## src/rtl/lfsr_chk_pkg.sv

```systemverilog
// Shared definitions for the 8-bit LFSR BIST read-back checker.
//   state_e     : checker FSM states (SYNC is only reachable when
//                 LFSR_CHK_SELFSYNC_EN is defined)
//   LFSR_SEED   : power-on / start value of the expected-data generator
//   LFSR_TAPS   : feedback mask for taps 8,6,5,4 (bits 7,5,4,3)
//   lfsr_next() : one left-shift step, feedback into bit 0
package lfsr_chk_pkg;

  typedef enum logic [1:0] {
    ST_IDLE  = 2'd0,
    ST_SYNC  = 2'd1,
    ST_CHECK = 2'd2,
    ST_DONE  = 2'd3
  } state_e;

  localparam logic [7:0] LFSR_SEED = 8'h01;
  localparam logic [7:0] LFSR_TAPS = 8'hB8;

  function automatic logic [7:0] lfsr_next(input logic [7:0] v);
    return {v[6:0], ^(v & LFSR_TAPS)};
  endfunction

endpackage

```

## src/rtl/lfsr_8b_exp.sv

```systemverilog
// Expected-value register for the checker.
//   clk, rstn : clock, synchronous active-low reset (resets to LFSR_SEED)
//   load      : load load_val (wins over advance)
//   load_val  : value to load
//   advance   : step the LFSR one position
//   exp       : current expected word
module lfsr_8b_exp
  import lfsr_chk_pkg::*;
(
  input  logic       clk,
  input  logic       rstn,
  input  logic       load,
  input  logic [7:0] load_val,
  input  logic       advance,
  output logic [7:0] exp
);

  always_ff @(posedge clk) begin
    if (!rstn)        exp <= LFSR_SEED;
    else if (load)    exp <= load_val;
    else if (advance) exp <= lfsr_next(exp);
  end

endmodule

```

## config.mk

```make
export PLATFORM = sky130hd
export DESIGN_NAME = lfsr_8b_exp
export DESIGN_NICKNAME = d
export VERILOG_FILES = /design/src/rtl/lfsr_chk_pkg.sv /design/src/rtl/lfsr_8b_exp.sv
export SDC_FILE = /design/constraint.sdc
export NUM_CORES = 1
export LEC_CHECK = 0
export BUFFER_PORTS_ARGS = -buffer_cell sky130_fd_sc_hd__buf_2
export CORE_AREA = 8 8 45 47
export DETAILED_ROUTE_END_ITERATION = 8
export DIE_AREA = 0 0 53 55
export HOLD_SLACK_MARGIN = 0.15
export PLACE_DENSITY = 0.67
export SETUP_SLACK_MARGIN = 0.05
export SYNTH_ARGS = -nofsm -noshare
export SYNTH_HDL_FRONTEND = slang
export SYNTH_SLANG_ARGS = --single-unit
```

## constraint.sdc

```tcl
create_clock -name clk -period 1.12 [get_ports clk]
set_input_delay 0 -clock clk [delete_from_list [all_inputs] [get_ports clk]]
set_output_delay 0 -clock clk [all_outputs]
set_load 0.005 [all_outputs]
```

Word-level counts from Yosys, hierarchy flattened
Index checks and enable logic that the tools add are counted.
{ "totals": {"ff_bits": 8, "latchBits": 0, "mem_bits_rw": 0, "romBits": 0, "output_inout_bits": 8, "n_memories": 0} }
{ "classes": {"addsub": 0, "n_mul": 0, "div": 0, "order_cmp": 0, "eq_ne": 0, "shifts": 0, "muxes": 2, "bitwise": 0, "n_reduce_logical": 2} }
{ "ops": {"columns": ["op", "count"], "rows": [
  ["two-way mux 8 bit", 2],
  ["parity 8 bit", 1],
  ["nonzero test 2 bit", 1]
]} }

Depth between registers and ports, before layout
Gate-level depths: netlist of run 1.
{ "depth": {"word_depth": 3, "depth_mapped": 4} }

Worst setup path after synthesis of run 1
No wires, ideal clock.
{ "synth_path": {"path_kind": "reg2reg", "startpoint": "reg exp[5]", "endpoint": "reg exp[0]", "setup_time_ns": 0.134, "arrival_ns": 0.781, "required_time_ns": 0.986, "slack_ns": 0.205, "path_stages_with_launch": 4, "synth_period_minus_slack_ns": 0.915, "path_cell_list": "dfxtp_1 > xor2_1 > xnor2_1 > a41oi_1"} }
{ "synth_between": {"elab_chain_len": 3} }
{ "synth_lines": {"columns": ["element", "line", "rtl"], "rows": [
  ["start, declared", "lfsr_8b_exp.sv:15", "output logic [7:0] exp"],
  ["start signal, assigned", "lfsr_8b_exp.sv:20", "else if (load) exp <= load_val;"],
  ["start signal, assigned", "lfsr_8b_exp.sv:21", "else if (advance) exp <= lfsr_next(exp);"],
  ["parity 8 bit", "lfsr_chk_pkg.sv:20", "return {v[6:0], ^(v & LFSR_TAPS)};"],
  ["two-way mux 8 bit", "lfsr_8b_exp.sv:21", null],
  ["two-way mux 8 bit", "lfsr_8b_exp.sv:20", null]
]} }
No other way between the ends. The select of a mux whose other input is x is not followed.
A chain may end at the register's enable or synchronous reset.

Worst setup path in the final report of run 1
{ "layout_path": {"startpoint": "in load", "endpoint": "reg exp[0]"} }
{ "layout_between": {"elab_chain_len": 1, "elab_cells_between_ends": 2, "classes_between": "1 x mux; 1 x reduce/logical"} }
{ "layout_lines": {"columns": ["element", "line", "rtl"], "rows": [
  ["start, declared", "lfsr_8b_exp.sv:12", "input logic load,"],
  ["two-way mux 8 bit / nonzero test 2 bit (equally long branches)", null, null]
]} }
Parallel ways exist; a longest one is shown, timed or not.

==> summary.md, run 1 <==
| Metric | Value |
|---|---|
| Sequential-to-total area share from yosys stat | 40.3% |
| CTS tree | yes |
| LEAKAGE | 0.000310 uW |
| DRT iter0 DRCs | 5 |
| Max_cap viols | 0 |
| FP Rows | 14 |
| Hold WC Path Type | primary input to flip-flop |
| Via density | 4.54 |
| Worst-path clk slew | 0.06 ns |
| Htree depth | 1 |
| Slew at the pin closest to its max-slew limit | 0.339 ns |
| 1st-pass router iterations | 2 |
| Synthesis Warnings | 0 |
| Number of synthesized register bits | 8 |
| Share of cells above drive strength 1 | 36.5% |
| Post-Route WL | 1100 um |
| Mapped Nets | 54 |
| Initial core utilization | 28.8% |
| Simple-gate share of the synthesized area | around 11% |
| Synth Flop Type | dfxtp_1 |
| Final Net Count | 88 |
| Largest Register | exp |
| First-pass GRT wire length | 1770 um |
| Drt wl/cell | 12.2 um |
| Share of the synthesized area in the top cell type | 40.3% |
| Largest cells by area after synthesis | dfxtp_1 40%, mux2i_1 10%, mux2_2 8.5% |
| CTS Buf Count | 3 |
| Most frequent cell after synthesis | dfxtp_1 |
| Final TNS setup | 0 ns |
| Critical Path AT | 1.09 ns |
| Core Region | 1380 sq um |
| Post-Synth Adder-Cell Area | 0% |
| Endpoints failing hold | 0 |
| Avg Inst Size Synth | about 9.5 sq um |
| DRC viols | 0 |
| Pre-CTS setup slack | 0.167 ns |
| Pwr/cell area | 1090 nW/um^2 |
| Chip width | 53 um |
| Biggest registers after layout | exp (8) |
| Largest net degree at the start of global routing | 13 |
| # clock sinks | 8 |
| Via count | 409 |
| Area Growth Syn to Fin | 62.9% |
| CTS root buffer | clkbuf_4 |
| # diodes | 0 |
| Max reg flops | 8 |
| EDFF count, synth | 0 |
| Post-Syn Area | 398 sq um |
| Grt total ovfl | 0 |
| Post-DRT Antenna Nets | 0 |
| Setup crit start kind | primary input |
| Slew Limit Headroom | between 70% and 80% |
| PnR worst setup slack | 0.147 ns |
| CTS Buffer Depth | 2 |
| CP required | 1.24 ns |
| Synth Instances | 42 |
| GP Congestion | approximately 0.76 |
| Compound-Gate Fraction of Synth Area | 15.7% |
| # IOs | 20 |
| Status | finished clean |
| Total GRT Usage | roughly 8.5% |
| Main combinational cell family by area after synthesis | multiplexers |
| Critical path peak fanout | 3 |
| Clock Skews | 0.00784 ns |
| Yosys top cell by area | dfxtp_1 |
| Chip height | 55 um |
| DPL Wire Length | between 700 and 800 um |
| RSZ-0062 raised after global routing | false |
| Number of global-route vias before repair | 408 |
| Min Tclk post-route | 0.973 ns |
| Critical path type | primary input to flip-flop |
| Mux share of post-synthesis cell area | 18.6% |
| Max-slew violations | 0 |
| Achievable frequency | 1030 MHz |
| # setup viols final | 0 |
| Ys async rst share | 0% |
| Die area | 2920 sq um |
| Crit end category | flip-flop |
| Post-synth top cells | 8 x dfxtp_1, 6 x nand2_1, 4 x a211oi_1, 4 x mux2i_1, 4 x nor2_1 |
| Maximum vdd drop | roughly 0.00056 V |
| Final Non-Filler Cells | 90 |
| Fin crit share | 86.9% |
| DP Area | 498 sq um |
| Worst-skew pair later-pin latency | 0.25 ns |
| XOR/XNOR Fraction of Synth Area | between 8 and 9% |
| Post-layout power | 706 uW |
| Initial antenna violation count | 0 |
| Library cells used by synthesis | 15 |
| Dpl cells | 75 |
| Port-buffer cells | 19 |
| Non-Filler Cell Area, Final | approximately 650 sq um |
-- cell usage in the layout, fill, tap and decap left out, types with 2 or more instances in the layout --
cell            n
a211oi_1        4
a21oi_1         3
buf_2          19
clkbuf_4        3
dfxtp_1         8
dlygate4sd3_1  12
inv_1           2
mux2_2          3
mux2i_1         4
nand2_1         6
nor2_1          4
-- repair_timing --
action | 4_1_cts | 5_1_grt
endpoints found under the setup margin | 0 | 1
hold buffers | 12 | 0
setup buffers | 0 | 0
resized for setup | 0 | 1
endpoints found under the hold margin | 8 | 0
-- area by class of cell --
class	count	area (sq um)
Timing Repair Buffer	31	215
Sequential cell	8	160
Fill cell	148	736
Tap cell	16	20.0
Clock buffer	3	22.5
Multi-Input combinational cell	30	223
Inverter	2	7.51
-- report_power, final --
part / internal [uW] / total, uW / switching (uW)
combinational: 95.3 / 160 / 65.0
sequential: 306 / 326 / 19.1
clock: 123 / 221 / 97.9
-- critical path: stages --
cell,delay [ns]
buf_2,0.11
dlygate4sd3_1,0.59
o41ai_2,0.32
a41oi_1,0.06
-- per-stage QoR --
step,hold WS (ns),util [%]
4_1_cts,0.199,46.3
6_report,0.214,46.8
3_5_place_dp,0.256,36.0
3_3_place_gp,0.245,36.0
2_1_floorplan,0.136,-
5_1_grt,0.248,46.8
-- routing by layer --
metal	global-route usage, %	vias to the layer above	wire length, um
li1	-	212	-
met5	0	-	0
met3	2.41	2	68
met4	7.76	0	19
met2	13.5	11	529
met1	9.02	184	479
-- cells by family (layout without fill, tap and decap cells) --
group / after synthesis / in the layout
simple gates: 11 / 11
compound gates: 9 / 9
flops: 8 / 8
mux: 7 / 7
buf+inv: 4 / 36
xor+xnor: 3 / 3
-- worst paths after layout --
kind	start	end	slack [ns]	cells past startpoint
min reg2reg	exp[6]	exp[7]	0.58	2
min	load	exp[1]	0.21	4
max	load	exp[0]	0.15	4
max reg2reg	exp[4]	exp[0]	0.17	3
Power figures use the tool's default switching activity.
==> run 2: changes to the inputs <==
--- a/config.mk
+++ b/config.mk
@@ -10,7 +10,6 @@
 export DETAILED_ROUTE_END_ITERATION = 8
 export DIE_AREA = 0 0 53 55
 export HOLD_SLACK_MARGIN = 0.15
-export PLACE_DENSITY = 0.67
 export SETUP_SLACK_MARGIN = 0.05
 export SYNTH_ARGS = -nofsm -noshare
 export SYNTH_HDL_FRONTEND = slang
==> run 2 against run 1 <==
  * Register-to-register slack barely moved
  * First-iteration DRC count grew 100%
  * Sequential power about the same
  * Clock power hardly changed
  * Combinational power hardly changed
  * Global-route usage down 0.16 points
  * Routed wire length down 1.1%
  * Clock-buffer cell count is the same
  * Final cell count did not move
  * Worst hold slack improved by 0.0036 ns
  * Clock skew fell by 0.0056 ns
  * Critical path type unchanged
==> summary.md, run 2 (synthesis results as in run 1) <==
| Metric | Value |
|---|---|
| Status | finished clean |
| Critical path type | primary input to flip-flop |
| CTS root buffer | clkbuf_4 |
| Min Tclk post-route | 0.973 ns (-0.000505 ns) |
| CTS Buf Count | 3 (unchanged) |
| Maximum vdd drop | 0.000575 V (+2.7%) |
| # setup viols final | 0 (unchanged) |
| Fill cells | 139 (-6.1%) |
| Met3 routed WL | 103 um (+51%) |
| CTS Buffer Depth | 2 (unchanged) |
| Die area | 2920 sq um (unchanged) |
| RSZ-0062 raised after global routing | false |
| Largest net degree at the start of global routing | 13 (unchanged) |
| Number of global-route vias before repair | 413 (+1.2%) |
| CTS tree | yes |
| Crit end category | flip-flop |
| Pint | 524 uW (about the same) |
| Initial core utilization | 28.8% (unchanged) |
| Area Growth Syn to Fin | 62.9% (unchanged) |
| Worst hold slack | 0.218 ns (+0.00365 ns) |
| Total GRT Usage | 8.33% (-0.16 points) |
| Max-slew violations | 0 (unchanged) |
| Port-buffer cells | 19 (unchanged) |
| Biggest registers after layout | exp (8) |
| Via density | 4.50 (-0.98%) |
| HP Start | advance |
| GP Congestion | 0.695 (-8.2%) |
| Chip width | 53 um (unchanged) |
| Grt total ovfl | 0 (unchanged) |
| Dpl cells | 75 (unchanged) |
| DRT iter0 DRCs | 10 (+5) |
| Switching power | 180 uW (-1.3%) |
| Share of cells above drive strength 1 | 36.5% (unchanged) |
| Combinational cell fraction of total power | 22.6% (about the same) |
| # clock sinks | 8 (unchanged) |
| DP Area | 498 sq um (unchanged) |
| CP Launch Point | load |
| Final Non-Filler Cells | 90 (unchanged) |
| Setup crit start kind | primary input |
| Met2 WL post-DR | 477 um (-9.8%) |
| Max reg flops | 8 (unchanged) |
| # diodes | 0 (unchanged) |
| Post-Route WL | 1080 um (-1.1%) |
| Final Net Count | 88 (unchanged) |
| Slew at the pin closest to its max-slew limit | 0.355 ns (+0.0159 ns) |
| Initial antenna violation count | 0 (unchanged) |
| # IOs | 20 (unchanged) |
| Metal1 wirelength | 467 um (-2.5%) |
| Non-Filler Cell Area, Final | 648 sq um (unchanged) |
| Core Region | 1380 sq um (unchanged) |
| Critical Path AT | 1.08 ns (about the same) |
| DPL Wire Length | 749 um (-2.5%) |
| Chip height | 55 um (unchanged) |
| Worst-path clk slew | 0.05 ns (about the same) |
| Pwr/cell area | 1090 nW/um^2 (-0.35%) |
| Achievable frequency | 1030 MHz (about the same) |
| Post-CTS setup buffer count | 0 (unchanged) |
| Sequential Power Share | 46.3% (+0.2 points) |
| Post-DRT Antenna Nets | 0 (unchanged) |
| Most frequent cells in the layout | 19 x buf_2, 12 x dlygate4sd3_1, 8 x dfxtp_1 |
| Clk pwr share | 31.1% (about the same) |
| Fin crit share | 86.8% (about the same) |
| Clock Skews | 0.00228 ns (-0.00556 ns) |
| Slew Limit Headroom | 76.3% (-1.1 points) |
| First-pass GRT wire length | 1730 um (-2.4%) |
| Max_cap viols | 0 (unchanged) |
| Hold WC Path Type | primary input to flip-flop |
| Worst-skew pair later-pin latency | 0.25 ns (about the same) |
| Htree depth | 1 (unchanged) |
| FP Rows | 14 (unchanged) |
| Switching Share | 25.5% (-0.25 points) |
| Endpoints failing hold | 0 (unchanged) |
| DRC viols | 0 (unchanged) |
| Critical path peak fanout | 3 (unchanged) |
| CP required | 1.23 ns (about the same) |
| Top Metal Used | met4 |
| R2r startpoint | exp[5] |
| Via count | 405 (-0.98%) |
| Drt wl/cell | 12.0 um (-1.1%) |
| Final TNS setup | 0 ns (unchanged) |
| LEAKAGE | 0.000310 uW (unchanged) |
| Most common cell after layout, fill and taps aside | buf_2 |
| 1st-pass router iterations | 4 (+2) |
| Largest Register | exp |
-- run 2: cell counts in the layout (fill, tap and decap cells not counted) --
Identical to the previous run, type by type.
-- run 2: layout make-up --
cell class              instances  area, sq um  share of cell area, %
flip-flops and latches          8          160                   24.7
clock buffers                   3         22.5                   3.47
repair buffers                 31          215                   33.2
inverters                       2         7.51                   1.16
multi-input cells              30          223                   34.4
well taps                      16         20.0                   3.09
-- run 2: routing by layer --
| layer | vias up | global-route usage [%] |
|---|---|---|
| met4 | 0 | 9.05 |
| met3 | 4 | 3.21 |
| met2 | 15 | 13.3 |
| met5 | - | 0 |
| li1 | 214 | - |
| met1 | 172 | 7.81 |
-- run 2: through the flow --
stage / total power, uW / setup WS [ns] / utilization, %
3_3_place_gp: 454 / 0.181 / 36.0
5_1_grt: 756 / 0.0569 / 46.8
2_1_floorplan: 407 / 0.205 / -
4_1_cts: 713 / 0.128 / 46.3
6_report: 704 / 0.147 / 46.8
3_5_place_dp: 457 / 0.166 / 36.0
-- run 2: worst paths after layout --
kind | end | slack (ns) | cells past startpoint
max | exp[0] | 0.15 | 4
min | exp[7] | 0.22 | 3
max reg2reg | exp[0] | 0.16 | 3
min reg2reg | exp[7] | 0.58 | 2
-- run 2: power groups by stage --
stage / Combinational, uW / Sequential (uW) / Clock, uW
5_1_grt: 173 / 330 / 254
4_1_cts: 158 / 325 / 230
3_3_place_gp: 124 / 331 / 0
6_report: 159 / 326 / 219
3_5_place_dp: 126 / 331 / 0
2_1_floorplan: 74.8 / 332 / 0
-- run 2: timing repair --
item | in CTS | in global routing
gates resized for setup | 0 | 1
endpoints found under the hold margin | 8 | 0
setup endpoints to repair | 0 | 1
hold buffers | 12 | 0
-- run 2: worst max-delay path: stages --
cell	delay, ns
buf_2	0.11
dlygate4sd3_1	0.57
o41ai_2	0.33
a41oi_1	0.07
==> run 3: changes to the inputs <==
--- a/config.mk
+++ b/config.mk
@@ -10,6 +10,7 @@
 export DETAILED_ROUTE_END_ITERATION = 8
 export DIE_AREA = 0 0 53 55
 export HOLD_SLACK_MARGIN = 0.15
+export REMOVE_ABC_BUFFERS = 1
 export SETUP_SLACK_MARGIN = 0.05
 export SYNTH_ARGS = -nofsm -noshare
 export SYNTH_HDL_FRONTEND = slang
==> constraint.sdc (replaced) <==
create_clock -name clk -period 0.9 [get_ports clk]
set_input_delay 0 -clock clk [delete_from_list [all_inputs] [get_ports clk]]
set_output_delay 0 -clock clk [all_outputs]
set_load 0.005 [all_outputs]
==> run 3 against run 2 <==
  * Global-route usage up 0.59 points
  * Critical path depth is 1 lower
  * Flip-flop and latch count unchanged
  * Clock-buffer cell count unchanged
  * Sequential power increased by 24%
  * Critical endpoint unchanged
==> summary.md, run 3 (synthesis results as in run 1) <==
| Metric | Value |
|---|---|
| # diodes | 0 (unchanged) |
| Max_cap viols | 0 (unchanged) |
| Most common cell after layout, fill and taps aside | buf_2 |
| Biggest registers after layout | exp (8) |
| Cell family with most CP delay | flip-flops |
| Final Net Count | 94 (+6.8%) |
| DPL Wire Length | 840 um (+12%) |
| Via count | 435 (+7.4%) |
| Post-DRT Antenna Nets | 0 (unchanged) |
| Count of buffer and inverter cells on the critical path | 0 (-2) |
| Slew Limit Headroom | 82.1% (+5.8 points) |
| Final Non-Filler Cells | 96 (+6.7%) |
| Chip width | 53 um (unchanged) |
| Setup crit start kind | flip-flop |
| Endpoints failing hold | 0 (unchanged) |
| Status | finished clean |
| 1st-pass router iterations | 2 (-2) |
| Worst hold slack | 0.106 ns (-0.111 ns) |
| Max reg flops | 8 (unchanged) |
| Final TNS setup | 0 ns (unchanged) |
| Fin crit share | 99.2% |
| Initial antenna violation count | 0 (unchanged) |
| CP required | 1.03 ns (-0.20 ns) |
| Core Region | 1380 sq um (unchanged) |
| FF/Latch Area | 166 sq um (+3.9%) |
| Fill cells | 131 (-5.8%) |
| # IOs | 20 (unchanged) |
| Die area | 2920 sq um (unchanged) |
| # setup viols final | 0 (unchanged) |
| Hold WC Path Type | primary input to flip-flop |
| Dpl cells | 82 (+9.3%) |
| CTS tree | yes |
| Max-slew violations | 0 (unchanged) |
| Area Growth Syn to Fin | 84.3% |
| Drt wl/cell | 12.4 um (+3.3%) |
| RSZ-0062 raised after global routing | true |
| Largest net degree at the start of global routing | 10 (-3) |
| Final core occ | 53.0% (+6.1 points) |
| LEAKAGE | 0.000347 uW (+12%) |
| Critical path peak fanout | 2 (-1) |
| Most frequent cells in the layout | 17 x buf_2, 10 x dlygate4sd3_1, 6 x nand2_1 |
| Pwr/cell area | 1260 nW/um^2 (+16%) |
| Post-Route WL | 1190 um (+10%) |
| Clock Skews | 0.00586 ns (+0.00358 ns) |
| Achievable frequency | approximately 1100 MHz |
| Largest Register | exp |
| CTS Buf Count | 3 (unchanged) |
| Crit end category | flip-flop |
| # clock sinks | 8 (unchanged) |
| GP Congestion | 0.717 (+3.2%) |
| CTS Buffer Depth | 2 (unchanged) |
| CP max stage delay | 0.33 ns (-0.24 ns) |
| Grt total ovfl | 0 (unchanged) |
| Worst-skew pair later-pin latency | 0.25 ns (about the same) |
| FP Rows | 14 (unchanged) |
| First-pass GRT wire length | 1870 um (+8.0%) |
| Via density | 4.53 (+0.69%) |
| DRC viols | 0 (unchanged) |
| Area of the multi-input gates | 229 sq um (+2.8%) |
| DRT iter0 DRCs | 1 (-9) |
| CTS root buffer | clkbuf_4 |
| Initial core utilization | 28.8% (unchanged) |
| DP Area | 563 sq um (+13%) |
| Total GRT Usage | 8.92% (+0.59 points) |
| Non-Filler Cell Area, Final | 733 sq um (+13%) |
| Share of cells above drive strength 1 | 50.0% (+14 points) |
| Min Tclk post-route | 0.893 ns |
| Maximum vdd drop | 0.000735 V (+28%) |
| Number of global-route vias before repair | 440 (+6.5%) |
| Slew at the pin closest to its max-slew limit | 0.266 ns (-0.0897 ns) |
| CP max stage cell | dfxtp_2 |
| Chip height | 55 um (unchanged) |
| Port-buffer cells | 19 (unchanged) |
| Critical path type | flip-flop to flip-flop |
| Worst-path clk slew | 0.05 ns (about the same) |
| Critical Path AT | 1.02 ns (-0.06 ns) |
| Htree depth | 1 (unchanged) |
| Cell Chain, Critical Path | xor2_2, xnor2_1, a41oi_1 |
-- run 3: where the power goes --
group	switching, uW	total (uW)	internal [uW]	leakage, uW
Clock	114	266	152	0.0000138
Combinational	94.8	253	158	0.000266
Sequential	21.5	404	382	0.0000677
Total	231	923	692	0.000347
-- run 3: metal layers --
metal  vias up  global-route usage [%]  wire length (um)
met5         -                       0                 0
met4         0                    2.59                 0
met3         0                    7.49               161
met2        16                    15.4               574
met1       194                    7.62               457
li1        225                       -                 -
-- run 3: path summary, 6_finish.rpt --
| kind | startpoint | end | slack [ns] | cells after the start |
|---|---|---|---|---|
| worst max-delay path | exp[7] | exp[0] | 0.007 | 3 |
| worst min-delay path | load | exp[0] | 0.11 | 3 |
| worst min register to register | exp[6] | exp[7] | 0.56 | 2 |
| worst max register to register | exp[7] | exp[0] | 0.007 | 3 |
-- run 3: per-stage QoR --
| stage | setup slack (ns) | total power, uW |
|---|---|---|
| 2_1_floorplan | -0.0239 | 494 |
| 3_3_place_gp | -0.0263 | 603 |
| 3_5_place_dp | -0.0648 | 606 |
| 4_1_cts | -0.00134 | 904 |
| 5_1_grt | -0.0820 | 1010 |
| 6_report | 0.00693 | 923 |
-- run 3: cell type report --
type	instances	area share [%]
Tap cell	16	2.73
Timing Repair Buffer	37	39.2
Inverter	2	1.02
Sequential cell	8	22.7
Multi-Input combinational cell	30	31.2
Clock buffer	3	3.07
-- run 3: tightest hold or removal path, stage by stage --
cell	delay, ns
buf_2	0.10
o41ai_1	0.07
a41oi_1	0.14
-- run 3: timing repair --
item | in CTS | in global routing
gates resized for setup | 3 | 8
buffers inserted | 0 | 1
pin swaps | 2 | 5
hold buffers | 7 | 3
endpoints found under the hold margin | 8 | 4
setup endpoints to repair | 5 | 10
